===== src/rtl/a8_bus_pkg.sv =====
`timescale 1ns/1ps
// Shared types for the Atari 8-bit bus capture front-end.
// A8_CAPTURE_TIMESTAMP_EN adds a per-record phi2-rise timestamp.
package a8_bus_pkg;

   localparam int unsigned A8_ADDR_W = 16;
   localparam int unsigned A8_DATA_W = 8;

   typedef enum logic [1:0] {StIdle, StHighFilt, StHighWait, StWaitLow} cap_state_t;

   typedef struct packed {
`ifdef A8_CAPTURE_TIMESTAMP_EN
      logic [31:0]          stamp;
`endif
      logic [A8_ADDR_W-1:0] addr;
      logic [A8_DATA_W-1:0] data;
      logic                 rw_n;
      logic                 halted;
      logic                 is_short;
   } a8_cycle_t;

endpackage


===== src/rtl/a8_bus_capture_if.sv =====
`timescale 1ns/1ps
// Captured-cycle stream: valid/ready handshake plus the head record fields.
// A8_CAPTURE_TIMESTAMP_EN adds cyc_time.
interface a8_bus_capture_if;
   import a8_bus_pkg::*;

`ifdef A8_CAPTURE_TIMESTAMP_EN
   logic [31:0]          cyc_time;
`endif
   logic                 cyc_valid;
   logic                 cyc_ready;
   logic [A8_ADDR_W-1:0] cyc_addr;
   logic [A8_DATA_W-1:0] cyc_data;
   logic                 cyc_rw_n;
   logic                 cyc_halted;
   logic                 cyc_short;

   modport master (
`ifdef A8_CAPTURE_TIMESTAMP_EN
      output cyc_time,
`endif
      output cyc_valid, cyc_addr, cyc_data, cyc_rw_n, cyc_halted, cyc_short,
      input  cyc_ready
   );

   modport slave (
`ifdef A8_CAPTURE_TIMESTAMP_EN
      input  cyc_time,
`endif
      input  cyc_valid, cyc_addr, cyc_data, cyc_rw_n, cyc_halted, cyc_short,
      output cyc_ready
   );

endinterface


===== src/rtl/a8_cycle_fifo.sv =====
`timescale 1ns/1ps
// Single-clock FIFO of captured bus cycles; a push while full is accepted
// only when a pop happens in the same cycle. Head reads as zero when empty.
module a8_cycle_fifo
   import a8_bus_pkg::*;
#(
   parameter int unsigned DEPTH = 16
) (
   input  logic                   clk200,
   input  logic                   rst_n,
   input  logic                   push,
   input  a8_cycle_t              push_data,
   input  logic                   pop,
   output logic                   full,
   output logic                   empty,
   output logic [$clog2(DEPTH):0] level,
   output a8_cycle_t              head
);

   localparam int unsigned AW = $clog2(DEPTH);

   a8_cycle_t       mem [DEPTH];
   logic [AW-1:0]   wr_ptr_q, rd_ptr_q;
   logic [AW:0]     level_q;
   logic            wr_en, rd_en;

   assign full  = (level_q == (AW+1)'(DEPTH));
   assign empty = (level_q == '0);
   assign rd_en = pop & ~empty;
   assign wr_en = push & (~full | rd_en);
   assign level = level_q;
   assign head  = empty ? '0 : mem[rd_ptr_q];

   always_ff @(posedge clk200) begin
      if (wr_en) mem[wr_ptr_q] <= push_data;
   end

   always_ff @(posedge clk200 or negedge rst_n) begin
      if (!rst_n) begin
         wr_ptr_q <= '0;
         rd_ptr_q <= '0;
         level_q  <= '0;
      end else begin
         if (wr_en) wr_ptr_q <= wr_ptr_q + AW'(1);
         if (rd_en) rd_ptr_q <= rd_ptr_q + AW'(1);
         if (wr_en && !rd_en)      level_q <= level_q + (AW+1)'(1);
         else if (!wr_en && rd_en) level_q <= level_q - (AW+1)'(1);
      end
   end

endmodule


===== src/rtl/a8_bus_capture.sv =====
`timescale 1ns/1ps
// Synchronises the A8 bus, tracks each phi2 cycle and queues one record per cycle.
// A8_CAPTURE_TIMESTAMP_EN stamps each record with a free-running clk200 count.
module a8_bus_capture
   import a8_bus_pkg::*;
#(
   parameter int unsigned SYNC_STAGES  = 2,
   parameter int unsigned MIN_HIGH     = 8,
   parameter int unsigned SAMPLE_DELAY = 48,
   parameter int unsigned FIFO_DEPTH   = 16
) (
   input  logic                        clk200,
   input  logic                        rst_n,
   input  logic                        a8_clk,
   input  logic                        a8_rw_n,
   input  logic                        a8_halt_n,
   input  logic                        a8_rst_n,
   input  logic [A8_ADDR_W-1:0]        a8_addr,
   input  logic [A8_DATA_W-1:0]        a8_data,
   input  logic                        clr_overflow,
   output logic                        overflow,
   output logic [$clog2(FIFO_DEPTH):0] fifo_level,
   a8_bus_capture_if.master            cyc
);

   localparam int unsigned SW = 4 + A8_ADDR_W + A8_DATA_W;
   localparam int unsigned CW = $clog2(SAMPLE_DELAY + 1);

   if (SYNC_STAGES < 2) begin : g_bad_sync
      $error("SYNC_STAGES must be at least 2");
   end
   if (SAMPLE_DELAY <= MIN_HIGH) begin : g_bad_delay
      $error("SAMPLE_DELAY must exceed MIN_HIGH");
   end
   if (FIFO_DEPTH < 4 || FIFO_DEPTH > 256 || (FIFO_DEPTH & (FIFO_DEPTH - 1)) != 0)
   begin : g_bad_depth
      $error("FIFO_DEPTH must be a power of two in 4..256");
   end

   logic [SW-1:0]        sync_q [SYNC_STAGES];
   logic                 clk_s, rw_s, halt_s, a8_rst_s;
   logic [A8_ADDR_W-1:0] addr_s;
   logic [A8_DATA_W-1:0] data_s;

   cap_state_t           state_q;
   logic [CW-1:0]        cnt_q;
   logic                 clk_prev_q, armed_q, overflow_q;
   logic                 rise, cap, cap_short, drop;
   logic                 fifo_full, fifo_empty, fifo_pop;
   a8_cycle_t            rec, head;

   always_ff @(posedge clk200 or negedge rst_n) begin
      if (!rst_n) begin
         for (int i = 0; i < SYNC_STAGES; i++) sync_q[i] <= '0;
      end else begin
         sync_q[0] <= {a8_clk, a8_rw_n, a8_halt_n, a8_rst_n, a8_addr, a8_data};
         for (int i = 1; i < SYNC_STAGES; i++) sync_q[i] <= sync_q[i-1];
      end
   end

   assign {clk_s, rw_s, halt_s, a8_rst_s, addr_s, data_s} = sync_q[SYNC_STAGES-1];

   // armed_q blocks a false rise when reset releases while phi2 is already high
   assign rise = clk_s & ~clk_prev_q & armed_q & a8_rst_s;

   always_comb begin
      cap       = 1'b0;
      cap_short = 1'b0;
      if (a8_rst_s && state_q == StHighWait) begin
         if (!clk_s) begin
            cap       = 1'b1;
            cap_short = 1'b1;
         end else if (cnt_q == CW'(SAMPLE_DELAY)) begin
            cap = 1'b1;
         end
      end
   end

   always_ff @(posedge clk200 or negedge rst_n) begin
      if (!rst_n) begin
         state_q    <= StIdle;
         cnt_q      <= '0;
         clk_prev_q <= 1'b0;
         armed_q    <= 1'b0;
         overflow_q <= 1'b0;
      end else begin
         clk_prev_q <= clk_s;
         if (a8_rst_s && !clk_s) armed_q <= 1'b1;
         overflow_q <= drop | (overflow_q & ~clr_overflow);
         if (!a8_rst_s) begin
            state_q <= StIdle;
         end else begin
            case (state_q)
               StIdle: begin
                  if (rise) begin
                     state_q <= StHighFilt;
                     cnt_q   <= '0;
                  end
               end
               StHighFilt: begin
                  if (!clk_s) begin
                     state_q <= StIdle;
                  end else begin
                     cnt_q <= cnt_q + CW'(1);
                     if (cnt_q == CW'(MIN_HIGH - 1)) state_q <= StHighWait;
                  end
               end
               StHighWait: begin
                  if (!clk_s)                             state_q <= StIdle;
                  else if (cnt_q == CW'(SAMPLE_DELAY))    state_q <= StWaitLow;
                  else if (cnt_q != '1)                   cnt_q   <= cnt_q + CW'(1);
               end
               StWaitLow: begin
                  if (!clk_s) state_q <= StIdle;
               end
               default: state_q <= StIdle;
            endcase
         end
      end
   end

`ifdef A8_CAPTURE_TIMESTAMP_EN
   logic [31:0] ts_q, rise_time_q;

   always_ff @(posedge clk200 or negedge rst_n) begin
      if (!rst_n) begin
         ts_q        <= '0;
         rise_time_q <= '0;
      end else begin
         ts_q <= ts_q + 32'd1;
         if (state_q == StIdle && rise) rise_time_q <= ts_q;
      end
   end
`endif

   always_comb begin
      rec          = '0;
      rec.addr     = addr_s;
      rec.data     = data_s;
      rec.rw_n     = rw_s;
      rec.halted   = ~halt_s;
      rec.is_short = cap_short;
`ifdef A8_CAPTURE_TIMESTAMP_EN
      rec.stamp    = rise_time_q;
`endif
   end

   assign fifo_pop = cyc.cyc_valid & cyc.cyc_ready;
   assign drop     = cap & fifo_full & ~fifo_pop;
   assign overflow = overflow_q;

   a8_cycle_fifo #(
      .DEPTH(FIFO_DEPTH)
   ) u_fifo (
      .clk200    (clk200),
      .rst_n     (rst_n),
      .push      (cap),
      .push_data (rec),
      .pop       (fifo_pop),
      .full      (fifo_full),
      .empty     (fifo_empty),
      .level     (fifo_level),
      .head      (head)
   );

   assign cyc.cyc_valid  = ~fifo_empty;
   assign cyc.cyc_addr   = head.addr;
   assign cyc.cyc_data   = head.data;
   assign cyc.cyc_rw_n   = head.rw_n;
   assign cyc.cyc_halted = head.halted;
   assign cyc.cyc_short  = head.is_short;
`ifdef A8_CAPTURE_TIMESTAMP_EN
   assign cyc.cyc_time   = head.stamp;
`endif

endmodule

===== src/flat_wrapper.sv =====
// flat-port wrapper written by rule: the top's interface ports become plain ports
module a8_bus_capture_flat import a8_bus_pkg::*;
#(
   parameter int unsigned SYNC_STAGES  = 2,
   parameter int unsigned MIN_HIGH     = 8,
   parameter int unsigned SAMPLE_DELAY = 48,
   parameter int unsigned FIFO_DEPTH   = 16
)
  (clk200, rst_n, a8_clk, a8_rw_n, a8_halt_n, a8_rst_n, a8_addr, a8_data, clr_overflow, overflow, fifo_level, cyc_cyc_valid, cyc_cyc_addr, cyc_cyc_data, cyc_cyc_rw_n, cyc_cyc_halted, cyc_cyc_short, cyc_cyc_ready);
  a8_bus_capture_if cyc_i ();
  input  logic clk200;
  input  logic rst_n;
  input  logic a8_clk;
  input  logic a8_rw_n;
  input  logic a8_halt_n;
  input  logic a8_rst_n;
  input  logic [A8_ADDR_W-1:0] a8_addr;
  input  logic [A8_DATA_W-1:0] a8_data;
  input  logic clr_overflow;
  output logic overflow;
  output logic [$clog2(FIFO_DEPTH):0] fifo_level;
  output wire logic [$bits(cyc_i.cyc_valid)-1:0] cyc_cyc_valid;
  output wire logic [$bits(cyc_i.cyc_addr)-1:0] cyc_cyc_addr;
  output wire logic [$bits(cyc_i.cyc_data)-1:0] cyc_cyc_data;
  output wire logic [$bits(cyc_i.cyc_rw_n)-1:0] cyc_cyc_rw_n;
  output wire logic [$bits(cyc_i.cyc_halted)-1:0] cyc_cyc_halted;
  output wire logic [$bits(cyc_i.cyc_short)-1:0] cyc_cyc_short;
  input wire logic [$bits(cyc_i.cyc_ready)-1:0] cyc_cyc_ready;
  assign cyc_cyc_valid = cyc_i.cyc_valid;
  assign cyc_cyc_addr = cyc_i.cyc_addr;
  assign cyc_cyc_data = cyc_i.cyc_data;
  assign cyc_cyc_rw_n = cyc_i.cyc_rw_n;
  assign cyc_cyc_halted = cyc_i.cyc_halted;
  assign cyc_cyc_short = cyc_i.cyc_short;
  assign cyc_i.cyc_ready = cyc_cyc_ready;
  a8_bus_capture #(.SYNC_STAGES(SYNC_STAGES), .MIN_HIGH(MIN_HIGH), .SAMPLE_DELAY(SAMPLE_DELAY), .FIFO_DEPTH(FIFO_DEPTH)) u_core (.clk200(clk200), .rst_n(rst_n), .a8_clk(a8_clk), .a8_rw_n(a8_rw_n), .a8_halt_n(a8_halt_n), .a8_rst_n(a8_rst_n), .a8_addr(a8_addr), .a8_data(a8_data), .clr_overflow(clr_overflow), .overflow(overflow), .fifo_level(fifo_level), .cyc(cyc_i));
endmodule

===== config.mk =====
export PLATFORM = sky130hd
export DESIGN_NAME = a8_bus_capture_flat
export DESIGN_NICKNAME = d
export VERILOG_FILES = /design/src/rtl/a8_bus_pkg.sv /design/src/rtl/a8_bus_capture_if.sv /design/src/rtl/a8_cycle_fifo.sv /design/src/rtl/a8_bus_capture.sv /design/src/flat_wrapper.sv
export SDC_FILE = /design/constraint.sdc
export NUM_CORES = 1
export LEC_CHECK = 0
export ABC_AREA = 1
export CAP_MARGIN = 20
export CORE_ASPECT_RATIO = 0.6
export CORE_MARGIN = 3
export CORE_UTILIZATION = 45
export CTS_CLUSTER_SIZE = 12
export DETAILED_ROUTE_END_ITERATION = 10
export PLACE_DENSITY = 0.74
export SKIP_CTS_REPAIR_TIMING = 1
export SYNTH_ARGS = -nofsm -noshare
export SYNTH_HDL_FRONTEND = slang
export SYNTH_HIERARCHICAL = 1
export SYNTH_SLANG_ARGS = --single-unit
export TNS_END_PERCENT = 1

===== constraint.sdc =====
create_clock -name clk200 -period 3.41 [get_ports clk200]
set_input_delay 1.023 -clock clk200 [delete_from_list [all_inputs] [get_ports clk200]]
set_output_delay 1.023 -clock clk200 [all_outputs]
set_load 0.05 [all_outputs]

* Word level (Yosys, flattened, before mapping)
Memories as Yosys holds them, arrays and structs flattened.
Cells that the tools add are included.
** Storage, ports and cells
- Flip-flop bits (word level) :: 80
- RAM bits :: 432
- Bits of input ports :: 32
- Output and inout bits :: 34
- Word-level logic and storage cells :: 86
- Memories :: 1
** Cells by class
- Add/sub/neg operators :: 5
- Equality and inequality tests :: 16
- Muxes and demuxes :: 24
- Bitwise operators :: 17
- Reduce and logical (&&, ||, !) cells :: 13
** Memories
- u_core.u_fifo.mem :: depth 16, width 27, read ports 1, clocked after Yosys merged registers in 0, wr ports 1, RTL line a8_cycle_fifo.sv:22 : a8_cycle_t mem [DEPTH];
** Operator list (number)
- 2-to-1 mux 6 bit :: 5
- 2-to-1 mux 27 bit :: 1
- case mux 6 bit (3 select lines) :: 1
- 2-to-1 mux 2 bit :: 7
- 2-to-1 mux 5 bit :: 2
- AND 1 bit :: 9
- adder 4 x 1 -> 4 bit, second input constant :: 2
- inequality test 4 bit, second input constant :: 2
- case mux 2 bit (4 select lines) :: 1
- 2-to-1 mux 1 bit :: 7
- AND reduction 7 bit :: 1
- adder 6 x 1 -> 6 bit, second input constant :: 1
- == test 6 x 3 -> 1 bit, second input constant :: 1
- == test 6 bit, second input constant :: 1
- inequality test 2 x 1 -> 1 bit, second input constant :: 3
- inequality test 3 bit, second input constant :: 2
- inequality test 6 bit, second input constant :: 1
- NOT 1 bit :: 6
- adder 5 x 1 -> 5 bit, second input constant :: 1
- == test 5 bit, second input constant :: 1
- logical NOT 5 bit :: 1
- subtractor 5 x 1 -> 5 bit, second input constant :: 1
- == test 2 bit, second input constant :: 2
- logical AND 1 bit :: 4
- 8 further kinds :: 12

* Depth between registers and ports, before layout
- Depth in word-level cells :: 10
- Gate-level depth with buffers :: 19
- Mapped depth without buffers :: 17

* Hierarchy
Netlist, hierarchy kept.
** Modules (own cells, without submodules)
- a8_cycle_fifo :: times used 1, cells each 1525, area each 18101.1 sq um, seq. area each 13297.8 sq um
- a8_bus_capture :: times used 1, cells each 174, area each 2234.6 sq um, seq. area each 1676.6 sq um

* Worst setup path before layout
Ideal clock, no wire load.
- Path kind :: register to register
- Start :: register u_core.u_fifo.level_q[0], in the netlist u_core/u_fifo/level[0]
- End :: memory u_core/u_fifo/mem[11][0] in the netlist's numbering (enable)
- Library setup time :: 0.411 ns
- Arrival time :: 3.060 ns
- Data required time :: 2.999 ns
- Path slack :: -0.061 ns
- Stages on the path, launching flop included :: 13
- Buffers on the path :: 2
- Clock period less this slack :: 3.471 ns
- Cell sequence :: dfrtp_1 nor2_1 nand2_1 nor2_1 buf_2 buf_2 nor2_1 inv_1 nand2_1 nand2_1 inv_2 nand2_1 nor2_1
** On the way
- Word-level cells in the longest chain between the ends :: 8
- Elaborated cells between the ends (all ways) :: 10
- Those cells by class :: eq/ne (1); mux (2); bitwise (6); reduce/logical (1)
** RTL lines
- start, declared :: RTL line a8_cycle_fifo.sv:24 : logic [AW:0] level_q;
- start signal, assigned :: RTL line a8_cycle_fifo.sv:46 : if (wr_en && !rd_en) level_q <= level_q + (AW+1)'(1);
- start signal, assigned :: RTL line a8_cycle_fifo.sv:47 : else if (!wr_en && rd_en) level_q <= level_q - (AW+1)'(1);
- logical NOT 5 bit :: RTL line a8_cycle_fifo.sv:28 : assign empty = (level_q == '0);
- via u_core.fifo_empty :: RTL line a8_bus_capture.sv:49 : logic fifo_full, fifo_empty, fifo_pop;
- NOT 1 bit :: RTL line a8_bus_capture.sv:166 : assign cyc.cyc_valid = ~fifo_empty;
- AND 1 bit :: RTL line a8_bus_capture.sv:148 : assign fifo_pop = cyc.cyc_valid & cyc.cyc_ready;
- via u_core.fifo_pop :: RTL line a8_bus_capture.sv:49
- AND 1 bit :: RTL line a8_cycle_fifo.sv:29 : assign rd_en = pop & ~empty;
- bitwise OR 1 bit :: RTL line a8_cycle_fifo.sv:30 : assign wr_en = push & (~full | rd_en);
- AND 1 bit :: RTL line a8_cycle_fifo.sv:30
- via u_core.u_fifo.wr_en :: RTL line a8_cycle_fifo.sv:25 : logic wr_en, rd_en;
- 2-to-1 mux 1 bit :: RTL line a8_cycle_fifo.sv:35 : if (wr_en) mem[wr_ptr_q] <= push_data;
- 2-to-1 mux 1 bit (implied by the code) :: RTL line a8_cycle_fifo.sv:35
- end, declared :: RTL line a8_cycle_fifo.sv:22
The timed path passes the listed nets, and every way through them passes these cells.

* Worst setup path in the final report
- Start :: register u_core.u_fifo.rd_ptr_q[0]
- End :: output cyc_cyc_data[3]
** On the way
- Word-level cells in the longest chain between the ends :: 2
** RTL lines
- start, declared :: RTL line a8_cycle_fifo.sv:23 : logic [AW-1:0] wr_ptr_q, rd_ptr_q;
- start signal, assigned :: RTL line a8_cycle_fifo.sv:45 : if (rd_en) rd_ptr_q <= rd_ptr_q + AW'(1);
- memory (16 x 27 bit)
- 2-to-1 mux 27 bit :: RTL line a8_cycle_fifo.sv:32 : assign head = empty ? '0 : mem[rd_ptr_q];
- end, declared :: RTL line flat_wrapper.sv:24 : output wire logic [$bits(cyc_i.cyc_data)-1:0] cyc_cyc_data;
Every way passes these cells.

==> results by group <==
Critical path
  • Max incr delay on CP: 0.43 ns
  • Worst setup EP type: primary output
  • Req. time, crit path: 2.39 ns
  • Reg-to-Reg Start: u_core/cnt_q[0]
  • Kind of cell adding the most delay to the critical path: buffers and inverters
  • Setup crit start kind: flop
  • Reg-to-reg slack, setup: 0.76 ns
  • Critical-path top delay cell: dfrtp_4
  • Crit path buf inv count: 4
  • Worst EP arrival: 2.41 ns
  • Cells along the critical path: buf_12 -> buf_12 -> buf_6 -> nand2_1 -> nand3_1 -> nand3_1 -> nand2_1 -> nand2_1 -> a21oi_2 -> buf_12
  • Critical path class: flop to primary output
  • Reg-to-Reg End: u_core/u_fifo/level[4]
  • Worst reg-to-reg path cell count: 17
  • Critical path peak fanout: 7

Outcome
  • Violated checks: setup timing
  • Status: complete, but fails checks

Detailed routing
  • DRT Wirelength: 52.8 mm
  • DRC: 0
  • Antenna-violating nets left: 0
  • Detailed-route vias per instance: 5.62
  • DRT iter0 DRCs: 1676
  • WL/cell: 21.7 um
  • DRT Pass-1 Iters: 6
  • Via count: 13700

Clock tree
  • CTS H-Tree Depth: 2
  • CTS max path bufs: 3
  • Reg clk slew, reported paths: 0.06 ns
  • Clock tree sinks: 512
  • CTS tree: done
  • Total CTS buffers: 49
  • Clock latency on the worst-skew pair: 0.57 ns
  • Root Driver: clkbuf_16

Die
  • Die height: 171 um
  • Initial Util: 46.2%
  • Ports: 66
  • Core box area: 44000 sq um
  • Rows: 59
  • Die area: 47900 sq um
  • Die X: 280 um

Timing
  • PnR worst setup slack: -0.0220 ns
  • Fmax: 291 MHz
  • Period minus WS final: 3.43 ns
  • Worst-margin pin slew: 0.784 ns
  • Final Skew: 0.0189 ns
  • Slew HR: 47.7%
  • Final Cycle Share: 101%
  • Endpoints failing hold: 0
  • # setup viols final: 3
  • Max Slew Vio Count: 0
  • WHS: 0.341 ns
  • RSZ-0062 raised after global routing: true

Logic synthesis
  • Mapped Cells: 1699
  • Syn_nets: 1748
  • Syn Area/Cell: 12.0 sq um
  • Number of flops mapped to enable cells by yosys: 432
  • Synth Flop Type: edfxtp_1
  • Synth cell types: 31
  • Yosys warns: 6
  • Share of async-settable or async-resettable flops after synthesis: 15.6%
  • #FFs+latches synth: 512
  • Synthesized area: 20300 sq um
  • Register area share after synthesis: 73.6%

Placed design
  • HPWL Detailed: 27.1 mm
  • Placed Cells incl. Taps: 2309
  • Port bufs: 65
  • Routability congestion estimate: 0.815

Power and ir drop
  • Maximum vdd drop: 0.605 mV
  • Sw Pwr: 8690 uW
  • Sequential share of power: 31.9%
  • Internal power: 13700 uW
  • Standby leakage power: 0.00930 uW
  • Pwr/cell area: 904 nW/um^2
  • Switching Fraction: 38.8%
  • Logic pwr share: 45.8%
  • Share of total power in the clock network: 22.3%

GRT
  • Global Route Usage Sum: 19.7%
  • Overflow left after global routing: 0
  • Number of global-route vias before repair: 12800
  • Initial antenna violation count: 0
  • First-pass GRT wire length: 73.1 mm
  • Largest net degree at the start of global routing: 118

Worst hold path
  • Worst Hold Path Cells: 0
  • Hold Startpoint: u_core/sync_q[50]
  • Sink of the worst hold path: u_core/addr_s[14]
  • Hold WC Path Type: flop to flop

Cells and area
  • Area grow syn2layout: 21.8%
  • Non-Filler Instances: 2434
  • Share of cells above drive strength 1: 13.4%
  • Antenna Cells: 0
  • Final nets: 1866

Run
  • Max-cap violation count: 0
==> registers in the layout, summed over array words and instances (netlist names) <==
name                    cells
u_core/halt_s               1
u_core/u_fifo/level         5
u_core/cnt_q                6
u_core/data_s               8
u_core/armed_q              1
u_core/u_fifo/rd_ptr_q      4
u_core/a8_rst_s             1
u_core/clk_s                1
u_core/clk_prev_q           1
u_core/u_fifo/wr_ptr_q      4
u_core/u_fifo/mem         432
u_core/state_q              2
u_core/sync_q              28
u_core/rec                  1
u_core/overflow             1
u_core/addr_s              16
==> power by group through the flow <==
stage / combinational, uW / clock [uW] / sequential (uW)
2_1_floorplan: 5070 / 0 / 7270
3_5_place_dp: 8420 / 0 / 7320
5_1_grt: 10800 / 5330 / 7160
6_report: 10300 / 4990 / 7130
4_1_cts: 8480 / 5040 / 7200
3_3_place_gp: 8280 / 0 / 7310
==> cell type report <==
| type | instances | area (sq um) |
|---|---|---|
| clock buffer | 85 | 1370 |
| clock inverter | 4 | 41.3 |
| fill | 3447 | 19200 |
| inverter | 36 | 163 |
| multi-input combinational | 1061 | 5070 |
| sequential | 512 | 15000 |
| tap | 579 | 724 |
| timing repair buffer | 154 | 2360 |
| timing repair inverter | 3 | 57.6 |
==> per-layer routing <==
layer,vias to the layer above,GRT usage (%),routed length [um]
met2,837,32.0,24900
li1,6131,-,-
met1,6626,27.9,21200
met3,83,3.57,5830
met5,-,0,0
met4,0,4.83,937
==> synth_stat cells, types with 8 or more instances <==
master | count | area [sq um]
inv_1 | 29 | 109
ha_1 | 16 | 200
buf_1 | 10 | 37.5
buf_2 | 34 | 170
nand2_1 | 610 | 2290
a21oi_1 | 31 | 155
clkbuf_1 | 27 | 101
edfxtp_1 | 432 | 13000
dfrtp_1 | 80 | 2000
xor2_1 | 8 | 70.1
buf_6 | 13 | 146
nand3_1 | 342 | 1710
nor2_1 | 31 | 116
==> worst max path at each step <==
stage / startpoint / to / slack (ns) / depth (start not counted)
final: u_core/u_fifo/rd_ptr_q[0] / cyc_cyc_data[3] / -0.02 / 10
after global routing: u_core/u_fifo/rd_ptr_q[0] / cyc_cyc_data[3] / -0.09 / 10
after CTS: u_core/u_fifo/rd_ptr_q[1] / cyc_cyc_addr[13] / -0.32 / 8
after detailed placement: cyc_cyc_ready / u_core/u_fifo/level[4] / 0.12 / 16
after global placement: cyc_cyc_ready / u_core/u_fifo/level[4] / 0.11 / 16
after floorplan: u_core/u_fifo/level[0] / u_core/u_fifo/mem[11][0] / -0.06 / 12
==> per-stage QoR <==
step	total power (uW)	utilization (%)	setup TNS [ns]	instance area, sq um	setup WS [ns]
2_1_floorplan	12300	-	-20.71	20300	-0.0607
3_3_place_gp	15600	50.9	0	22400	0.108
3_5_place_dp	15700	50.9	0	22400	0.122
4_1_cts	20700	54.1	-5.64	23800	-0.321
5_1_grt	23300	56.3	-1.15	24800	-0.0856
6_report	22400	56.3	-0.0264	24800	-0.0220
==> cells by family (layout without fill, tap and decap cells) <==
family,count (synthesis),count (layout),share of synthesized area (%)
xor gates and xnor gates,9,9,0.388
AOI/OAI and AO/OA,41,41,1.05
and+or+nand+nor,994,994,20.7
DFF,512,512,73.6
adders and majority gates,17,17,1.08
buffers and inverters,126,282,3.13
==> layout by cell type, fill, tap and decap left out, types with 9 or more instances in the layout <==
master,n
nand2_1,600
edfxtp_1,432
nand3_1,335
dfrtp_1,77
clkbuf_16,62
buf_12,55
clkdlybuf4s50_1,37
clkbuf_1,35
buf_4,29
inv_1,29
a21oi_2,19
nor2_4,18
ha_1,16
nor2_1,14
buf_6,11
nand2_2,11
nand3_2,9
No activity file was read; power rests on OpenSTA's default activity.
